**config.mk**
```make
export PLATFORM = sky130hd
export DESIGN_NAME = pc_sequencer
export DESIGN_NICKNAME = d
export VERILOG_FILES = /design/src/rtl/pc_sequencer.sv
export SDC_FILE = /design/constraint.sdc
export NUM_CORES = 1
export LEC_CHECK = 0
export CELL_PAD_IN_SITES_DETAIL_PLACEMENT = 1
export CELL_PAD_IN_SITES_GLOBAL_PLACEMENT = 1
export CORE_MARGIN = 4
export CORE_UTILIZATION = 28
export DETAILED_ROUTE_END_ITERATION = 10
export PLACE_DENSITY_LB_ADDON = 0.1
export SETUP_SLACK_MARGIN = 0.4
export SYNTH_ARGS = -nofsm -noshare
export SYNTH_HDL_FRONTEND = slang
export SYNTH_SLANG_ARGS = --single-unit
```
**constraint.sdc**
```tcl
create_clock -name clk -period 2.2 [get_ports clk]
set_input_delay 0.44 -clock clk [delete_from_list [all_inputs] [get_ports clk]]
set_output_delay 0.44 -clock clk [all_outputs]
set_load 0.05 [all_outputs]
```
**src/rtl/pc_sequencer.sv**
```systemverilog
// Program counter and fetch sequencer: holds the PC, runs the imem request/ready
// handshake and advances to PC+4 or a branch target. Optional retire counter: PC_RETIRE_COUNT_EN.
module pc_sequencer #(
  parameter int              XLEN         = 32,
  parameter logic [XLEN-1:0] RESET_VECTOR = '0
) (
  input  logic            clk,
  input  logic            reset,
  input  logic            pc_load,
  input  logic [XLEN-1:0] target,
  input  logic            advance,
  input  logic            stall,
  input  logic            trap_clear,
  input  logic            imem_ready,
  output logic            imem_req,
  output logic [XLEN-1:0] imem_addr,
  output logic [XLEN-1:0] pc,
  output logic [XLEN-1:0] pc_plus4,
  output logic            instr_valid,
  output logic            misaligned,
  output logic [31:0]     retire_count
);

  typedef enum logic [1:0] {
    HOLD  = 2'd0,
    FETCH = 2'd1,
    EXEC  = 2'd2,
    TRAP  = 2'd3
  } state_t;

  localparam logic [XLEN-1:0] FOUR = XLEN'(4);

  state_t          state_q;
  logic [XLEN-1:0] pc_q;
  logic            req_q;
  logic            valid_q;
  logic            mis_q;

  logic            adv_acc;
  logic            tgt_misaligned;
  logic [XLEN-1:0] pc_inc;

  assign pc_inc         = pc_q + FOUR;
  assign adv_acc        = (state_q == EXEC) && advance && !stall;
  assign tgt_misaligned = (target[1:0] != 2'b00);

  // Outputs are registered alongside the state so each is a clean flop output;
  // the async reset therefore drops imem_req without waiting for an edge.
  always_ff @(posedge clk or posedge reset) begin
    if (reset) begin
      state_q <= HOLD;
      pc_q    <= RESET_VECTOR;
      req_q   <= 1'b0;
      valid_q <= 1'b0;
      mis_q   <= 1'b0;
    end else begin
      case (state_q)
        HOLD: begin
          state_q <= FETCH;
          req_q   <= 1'b1;
        end
        FETCH: begin
          if (imem_ready && !stall) begin
            state_q <= EXEC;
            req_q   <= 1'b0;
            valid_q <= 1'b1;
          end
        end
        EXEC: begin
          if (adv_acc) begin
            valid_q <= 1'b0;
            if (pc_load && tgt_misaligned) begin
              state_q <= TRAP;
              mis_q   <= 1'b1;
            end else begin
              state_q <= FETCH;
              req_q   <= 1'b1;
              pc_q    <= pc_load ? target : pc_inc;
            end
          end
        end
        TRAP: begin
          if (trap_clear && !stall) begin
            state_q <= FETCH;
            pc_q    <= RESET_VECTOR;
            req_q   <= 1'b1;
            mis_q   <= 1'b0;
          end
        end
        default: begin
          state_q <= HOLD;
          req_q   <= 1'b0;
          valid_q <= 1'b0;
          mis_q   <= 1'b0;
        end
      endcase
    end
  end

`ifdef PC_RETIRE_COUNT_EN
  logic [31:0] rc_q;

  // Counts every accepted advance, including the one that enters TRAP.
  always_ff @(posedge clk or posedge reset) begin
    if (reset) begin
      rc_q <= '0;
    end else if (adv_acc) begin
      rc_q <= rc_q + 32'd1;
    end
  end

  assign retire_count = rc_q;
`else
  assign retire_count = 32'd0;
`endif

  assign pc          = pc_q;
  assign imem_addr   = pc_q;
  assign pc_plus4    = pc_inc;
  assign imem_req    = req_q;
  assign instr_valid = valid_q;
  assign misaligned  = mis_q;

endmodule
```
==> results.md, run 1 <==
Timing:
- Hold is met by 0.453 ns.
- The count of final max-slew check failures is 0.
- Setup repair after global routing could not meet its margin everywhere.
- The count of final hold-check violations came to 0.
- After layout, the minimum clock period comes to 2.45 ns.
- The sum of negative setup slack is -3.21 ns.
- In this run the tightest slew margin relative to its limit is about 60%.
- The final clock period utilization by the worst path is 111%.
- Derived from the worst setup path, the maximum achievable clock frequency is between 400 and 500 MHz.
- The actual slew at the worst max-slew pin is approximately 0.60 ns.
- The clock tree skew after final layout is between 0.006 and 0.007 ns.
- The final critical-path setup slack is -0.251 ns.
- The setup violation total in the final timing report is 23.

Drt:
- In the routed design, unresolved DRC markers number 0.
- The via density per instance is 5.08.
- The detailed-route wire length per cell is 22.4 µm.
- The detail route stage leaves a number of antenna-violating nets equal to 0.
- The detailed-route wire length is between 15 and 20 mm.
- The pre-antenna-repair detailed-routing pass consisted of 4 iterations.
- The final route contains ~3700 vias.
- The first routing iteration left about 190 violations.

Finish:
- The share of post-route cells with drive strength above 1 is between 50% and 60%.
- 0 antenna diodes ended up in the layout.
- The core utilization of the finished layout is slightly above 60%.
- Compared with the post-synthesis result, the final layout area differs by 107%.
- The number of nets in the layout is around 640.
- Counting the fill cells in the layout gives roughly 1200.

Clock network:
- TritonCTS built the clock tree.
- The clock transition at the registers of the reported paths is approximately 0.060 ns.
- Clock latency on the worst-skew pair, taken at its later pin, is roughly 0.29 ns.
- The cell sitting at the root of the clock tree is a clkbuf_16.
- The number of clock sinks is 37.
- The clock tree synthesis step divided the H-tree into 2 levels.
- Buffers inserted during clock tree synthesis total 5.
- The clock passes through at most 2 buffers.

Placement:
- The count of port buffers added during placement is between 100 and 150.
- Summed over all nets, the half-perimeter wirelength after detailed placement is about 10 mm.
- The final weighted congestion of routability-driven global placement is about 0.85.
- Timing analysis after detailed placement gives a worst setup slack of -0.0691 ns.

Floorplanning:
- Measured along the y axis, the die boundary spans ~120 µm.
- The floorplan has 38 rows.
- The top-level port count is 170.
- The area enclosed by the die boundary is 13300 µm².
- The placeable core region is ~11000 µm².
- For this configuration, the core starts out at a cell density of between 20 and 30%.
- The width of the die is 115 µm.

Logic synthesis:
- The number of unique standard cell types used by synthesis is 57.
- Sequential cells were found to cover around 29% of the synthesized design area.
- The flip-flop and latch count after synthesis is 37.
- The cell count after synthesis is 387.
- The top flip-flop cell by instance count after synthesis is dfrtp_1.
- Counting flops with a built-in enable in the synthesized netlist gives 0.
- The share of flip-flops with an asynchronous set or reset is 100%.
- The netlist area before placement is 3230 µm².
- In this run the mean area of a mapped cell was 8.35 µm².
- The total of warnings raised by yosys is 0.

Pwr:
- The total power density per cell area is roughly 1400 nW/µm².
- For this design the static power due to leakage is 3.02 nW.
- The worst-case IR drop observed on VDD is about 0.84 mV.
- Of the total power, the share spent switching nets is 56.5%.
- Of the total power, combinational logic draws a little under 80%.
- The share of total power in sequential cells is roughly 14%.
- For this design the total switching power over the nets is ~5.4 mW.
- The clock network burns slightly below 8% of the power.
- Cell internal power was estimated by the tool at 4.18 mW.

Min path:
- The class of the worst hold path is in2async.

Global route:
- The overflow left after global routing is 0.
- The met3 track demand over resource is 3.19%.
- The number of antenna violations at the first check in global routing is 0.
- The met2 demand-to-capacity share in global routing is 36.5%.
- Entering global routing, the biggest net connects 22 pins.
- The peak-usage layer in the global routing report is met2.
- The via count of the first global-routing pass is between 3000 and 4000.
- The first global-routing pass estimated 21.5 mm of wire.
- Global routing consumed, on the met1 layer, 26.6% of the routing resources.
- In the global route stage, overall resource usage came out at 20.8%.

Outcome:
- The flow ran to the end, but the final reports show violations.
- The final reports fail on setup timing.

Run:
- Max-cap violations in this run came to 0.

Worst setup path:
- Measured in cells, the most critical reg-to-reg path has a length of 10.
- The worst setup path is of the reg2out kind.
- Walking the worst path, the cells encountered are ha_4, nand4_4, buf_6, nor3_4, and3_4, xor2_4, buf_12.
- The cell with the largest stage delay on the worst path is dfrtp_2.
- In this run the worst path has a maximum fanout of 4.
- The kind of start point of the critical path is a flip-flop.
- The required time reported for the critical path endpoint is roughly 1.8 ns.
- The arrival time at the worst endpoint is roughly 2.0 ns.
- The critical path capture point type is an output pin.
- The longest individual stage delay on the worst path is 0.43 ns.
-- cells in the final DEF, fill, tap and decap left out, types with 6 or more instances in the layout --
cell type,count
dlygate4sd2_1,14
inv_1,14
dfrtp_1,9
nand3_2,6
o21ai_2,7
a21oi_1,11
clkdlybuf4s50_1,34
o21ai_0,11
nor2_4,7
buf_12,31
dfrtp_2,22
nor2_1,13
buf_6,40
buf_4,81
clkbuf_2,24
nand3_1,11
conb_1,32
xor2_4,11
o21ai_1,6
nand2_1,26
nand3_4,8
a22oi_1,9
clkdlybuf4s15_2,26
xnor2_4,15
a31oi_1,6
dfrtp_4,6
-- power groups by stage --
stage	clock [mW]	sequential, mW	combinational [mW]
floorplan	0	2.44	3.53
global placement	0	1.30	6.95
detailed placement	0	1.32	7.06
CTS	0.746	1.32	7.17
global route	0.787	1.42	7.77
finish	0.759	1.38	7.47
-- cells by family (layout without fill, tap and decap cells) --
family / Yosys count / after routing / share of synthesized area [%]
multiplexers: 5 / 5 / 1.55
other: 1 / 32 / 0.116
buffers and inverters: 104 / 280 / 20.4
adder cells (fa/ha/maj): 5 / 5 / 1.93
AND/OR/NAND/NOR: 126 / 126 / 23.6
AO/OA/AOI/OAI: 81 / 81 / 16.1
flip-flops: 37 / 37 / 28.6
XOR/XNOR: 28 / 28 / 7.58
-- registers in the layout (all words and copies together), names as in the netlist --
register	flops
instr_valid	1
imem_req	1
misaligned	1
state_q	2
imem_addr	32
-- area by class of cell --
cell class              count  area, µm²  share of cell area, %
clock buffers               8        146                   2.19
inverters                  19       76.3                   1.14
multi-input cells         277       2720                   40.7
flip-flops and latches     37        976                   14.6
well taps                 140        175                   2.62
repair buffers            253       2590                   38.7
-- stage by stage --
step / area (µm²) / instances / power, mW
2_1_floorplan: 3980 / 418 / 5.97
6_report: 6690 / 734 / 9.61
5_1_grt: 6690 / 734 / 9.98
4_1_cts: 6360 / 713 / 9.24
3_5_place_dp: 5610 / 668 / 8.37
3_3_place_gp: 5610 / 668 / 8.25
-- worst paths after layout --
kind                               from            to  slack, ns
max                        imem_addr[3]  pc_plus4[16]      -0.25
min                               reset      imem_req       0.45
max reg2reg                imem_addr[3]  imem_addr[8]       0.10
min reg2reg                 instr_valid   instr_valid       0.52
max in group asynchronous         reset  imem_addr[8]       1.24
min in group clk            instr_valid   instr_valid       0.52
-- what timing repair did --
| item | in CTS | in global routing |
|---|---|---|
| gates cloned | 2 | 0 |
| endpoints found under the hold margin | 0 | 0 |
| endpoints found under the setup margin | 121 | 81 |
| gates resized for setup | 200 | 106 |
| pin swaps | 44 | 40 |
| setup buffers | 35 | 21 |
| hold buffers | 0 | 0 |
-- critical path, delay by kind of cell, from the launching register on --
kind          cells  cell delay (ns)
fa+ha+maj         1             0.17
xor+xnor          1             0.17
flops             1             0.43
buf+inv           2             0.34
simple gates      3             0.60
-- routing by layer --
layer	routed length, µm	vias up
met4	401	0
met1	6670	1868
met3	882	32
met2	8460	145
met5	0	-
li1	-	1682
-- Yosys cell counts (3+ instances only) --
cell type	instances	area (µm²)
buf_4	68	510
dfrtp_1	37	926
nand2_1	33	124
o21ai_0	23	115
nand3_1	22	110
nor2_1	21	78.8
inv_1	18	67.6
xnor2_1	17	149
a22oi_1	13	97.6
a21oi_1	11	55.1
xor2_1	11	96.3
clkbuf_1	9	33.8
nor3_1	7	35.0
a31oi_1	6	37.5
buf_2	6	30.0
or3_1	6	37.5
ha_1	5	62.6
mux2i_1	5	50.1
nand4_1	5	31.3
o211ai_1	5	37.5
o31ai_1	5	37.5
or4_1	4	30.0
nor4_1	3	18.8
o21a_1	3	22.5
o22ai_1	3	18.8
Power figures use the tool's default switching activity.
==> run 2: changes to the inputs <==
Settings changed: CORE_UTILIZATION 28 to 29, CTS_BUF_LIST set to sky130_fd_sc_hd__clkbuf_4 sky130_fd_sc_hd__clkbuf_8.
==> run 2 against run 1 <==
  * The flow still finishes with violations (setup timing)
  * Total power increased by 2.1%
  * Core utilization up 2.0 points
  * Count of clock-buffer cells in the layout fell by 3
  * Critical path type unchanged
  * Critical endpoint is now pc_plus4[22]
  * Largest cell class is now non-clock buffers
  * Highest routed layer unchanged
==> results.md, run 2 (same netlist as run 1, synthesis figures left out) <==
Worst setup path:
- STA puts the critical path data arrival time at just over 2 ns.
- The signal on the critical path passes through ha_4, nand4_4, buf_12, nor2_8, nand4_1, buf_4, xnor2_4, buf_12.
- The worst setup path is captured at an output pin.
- The worst setup path category is reg2out.
- STA puts the critical path data required time at roughly 1.8 ns.
- On the worst path, the slowest cell contributes a delay of between 0.4 and 0.5 ns.
- The kind of start point of the critical path is a flip-flop.
- Among cell families on the critical path, the largest total delay comes from buffers and inverters.
- The cell with the largest stage delay on the worst path is dfrtp_4.
- The worst-path maximum fanout is 7.
- The cell that appears most often on the critical path is buf_12.
- The buffers plus inverters on the worst setup path is 3.

Finish:
- The layout has 1130 filler cells.
- Once layout is complete, the utilization of the core stands at roughly 62%.
- The net count of the finished layout is approximately 640.
- The number of antenna cells inserted is 0.
- The synthesis-to-layout area growth is 110%.
- The library cell used most frequently in the layout, excluding fill and tap cells, is buf_4.
- In the layout the commonest cells are buf_4, clkdlybuf4s15_2, clkdlybuf4s50_1, buf_12, conb_1.
- The total area of multi-input combinational cells is ~2700 µm².
- In the final layout, flip-flops and latches occupy between 900 and 1000 µm².
- The register with the most flip-flops in the layout has 32 of them.
- Summing all non-filler instances in the final layout gives an area of between 6000 and 7000 µm².
- The share of post-route cells with drive strength above 1 is between 50% and 60%.

Clock network:
- The clock tree from TritonCTS is yes.
- The clock reaches the later pin of the worst-skew pair after roughly 0.31 ns.
- TritonCTS created 5 clock buffers.
- CTS built an H-tree with a depth of 2.
- The number of clock sinks is 37.
- The clock root buffer is clkbuf_8.
- After clock tree synthesis, the clock-pin slew on the worst setup and hold paths is around 0.090 ns.
- After clock tree synthesis, the flow added hold-fix buffers numbering 0.
- The maximum buffer depth of the clock tree is 2.

Drt:
- In this run, the number of DRC markers left after iteration 0 of detailed routing was 130.
- The met2 layer wire length in the routed design is 8.53 mm.
- Signal routing reaches up to met4.
- The detailed-route wire length is between 15 and 20 mm.
- The iteration count of the initial detailed-routing pass is 4.
- The residual antenna-violating net count after detailed routing is 0.
- Using the TritonRoute via totals, the vias-per-cell ratio works out to ~5.1.
- In the routed design, unresolved DRC markers number 0.
- The detailed router placed between 3000 and 4000 vias in this run.
- After detailed routing, the average wire length per cell comes to roughly 22 µm.
- The detailed router put a total of 6.49 mm of wire on met1.
- Wire segments on met3 add up to about 840 µm in the final route.

Run:
- The count of maximum capacitance violations is 0.

Pwr:
- The standby leakage power is 3.05 nW.
- Power spread over the standard cell area amounts to 1440 nW/µm².
- Across the VDD grid, the largest voltage drop is around 0.78 mV.

Timing:
- Based on the critical path, the design can be clocked at up to roughly 400 MHz.
- Between clock sinks in the finished design, the worst skew comes to between 0.01 and 0.015 ns.
- The worst pin sits at a relative slew slack of 66.1%.
- The count of final max-slew check failures is 0.
- The final critical-path setup slack is -0.291 ns.
- Setup violations remaining at the end of the flow were counted as 24.
- The minimum clock period is 2.49 ns.
- Setup repair after global routing could not meet its margin everywhere.
- For the pin with the worst max-slew slack, the measured transition is 0.510 ns.
- The count of final hold-check violations came to 0.
- In the finished design, the share of the clock period the worst path needs comes to 113%.
- Across all hold checks on the routed design, the worst slack comes to just over 0.3 ns.

Outcome:
- The flow ran to the end, but the final reports show violations.
- The final reports fail on setup timing.

Floorplanning:
- The initial core utilization is ~30%.
- The placeable core region is 10900 µm².
- The floorplan step set the die width to between 100 and 150 µm.
- 170 I/O pins were placed.
- After floorplanning, the core was divided into 38 placement rows.
- The die covers 12900 µm².
- From bottom edge to top edge, the die measures roughly 110 µm.

Global route:
- The total global-route track usage is 20.9%.
- The number of antenna violations at the first check in global routing came to 0.
- The overflow left after global routing is 0.
- The largest net degree at the start of global routing is 21.
- The first global-routing pass estimated between 20 and 25 mm of wire.
- The via count of the first global-routing pass is 3800.

Placement:
- The congestion estimate from routability-driven global placement came to ~0.9.
- Port buffering added 137 buffers.
- The pre-CTS setup slack is -0.0443 ns.
- Summed over all nets, the half-perimeter wirelength after detailed placement is 10.0 mm.
- Once placement finished, the instance area stood at 5590 µm².

Min path:
- The tightest min-delay check is of the in2async type.
-- run 2: stage by stage --
| stage | cells | total power [mW] | TNS, ns |
|---|---|---|---|
| final | 733 | 9.82 | -4.04 |
| after floorplan | 418 | 5.97 | -1.83 |
| after CTS | 712 | 9.36 | -3.05 |
| after global placement | 667 | 8.23 | 0 |
| after global routing | 733 | 10.2 | -5.52 |
| after detailed placement | 667 | 8.35 | -0.0921 |
-- run 2: power by group --
group | internal (mW) | switching (mW)
combinational | 2.90 | 4.81
clock | 0.451 | 0.294
sequential | 1.01 | 0.353
-- run 2: layout make-up --
cell class,count,share of cell area (%)
Clock buffer,5,1.01
Inverter,19,1.11
Sequential cell,37,14.4
Tap cell,140,2.58
Multi-Input combinational cell,277,39.8
Timing Repair Buffer,252,40.2
Clock inverter,3,0.958
-- run 2: per-layer routing --
metal | GRT usage [%] | vias up
li1 | - | 1680
met1 | 26.8 | 1904
met2 | 37.3 | 159
met3 | 3.08 | 26
met4 | 4.41 | 0
met5 | 0 | -
-- run 2: final timing paths --
path	from	cells past startpoint	end	slack, ns
worst min-delay path	reset	2	imem_addr[3]	0.31
min in group clk	imem_addr[0]	1	imem_addr[0]	0.53
max in group asynchronous	reset	3	imem_addr[9]	1.35
worst max-delay path	imem_addr[2]	8	pc_plus4[22]	-0.29
worst min register to register	imem_addr[0]	1	imem_addr[0]	0.53
worst max register to register	imem_addr[2]	9	imem_addr[30]	0.18
-- run 2: repair_timing --
item                                    in CTS  in global routing
endpoints found under the setup margin     123                 73
pin swaps                                   31                 54
gates resized for setup                    215                 95
cloned                                       2                  2
endpoints found under the hold margin        0                  0
setup buffers                               35                 19
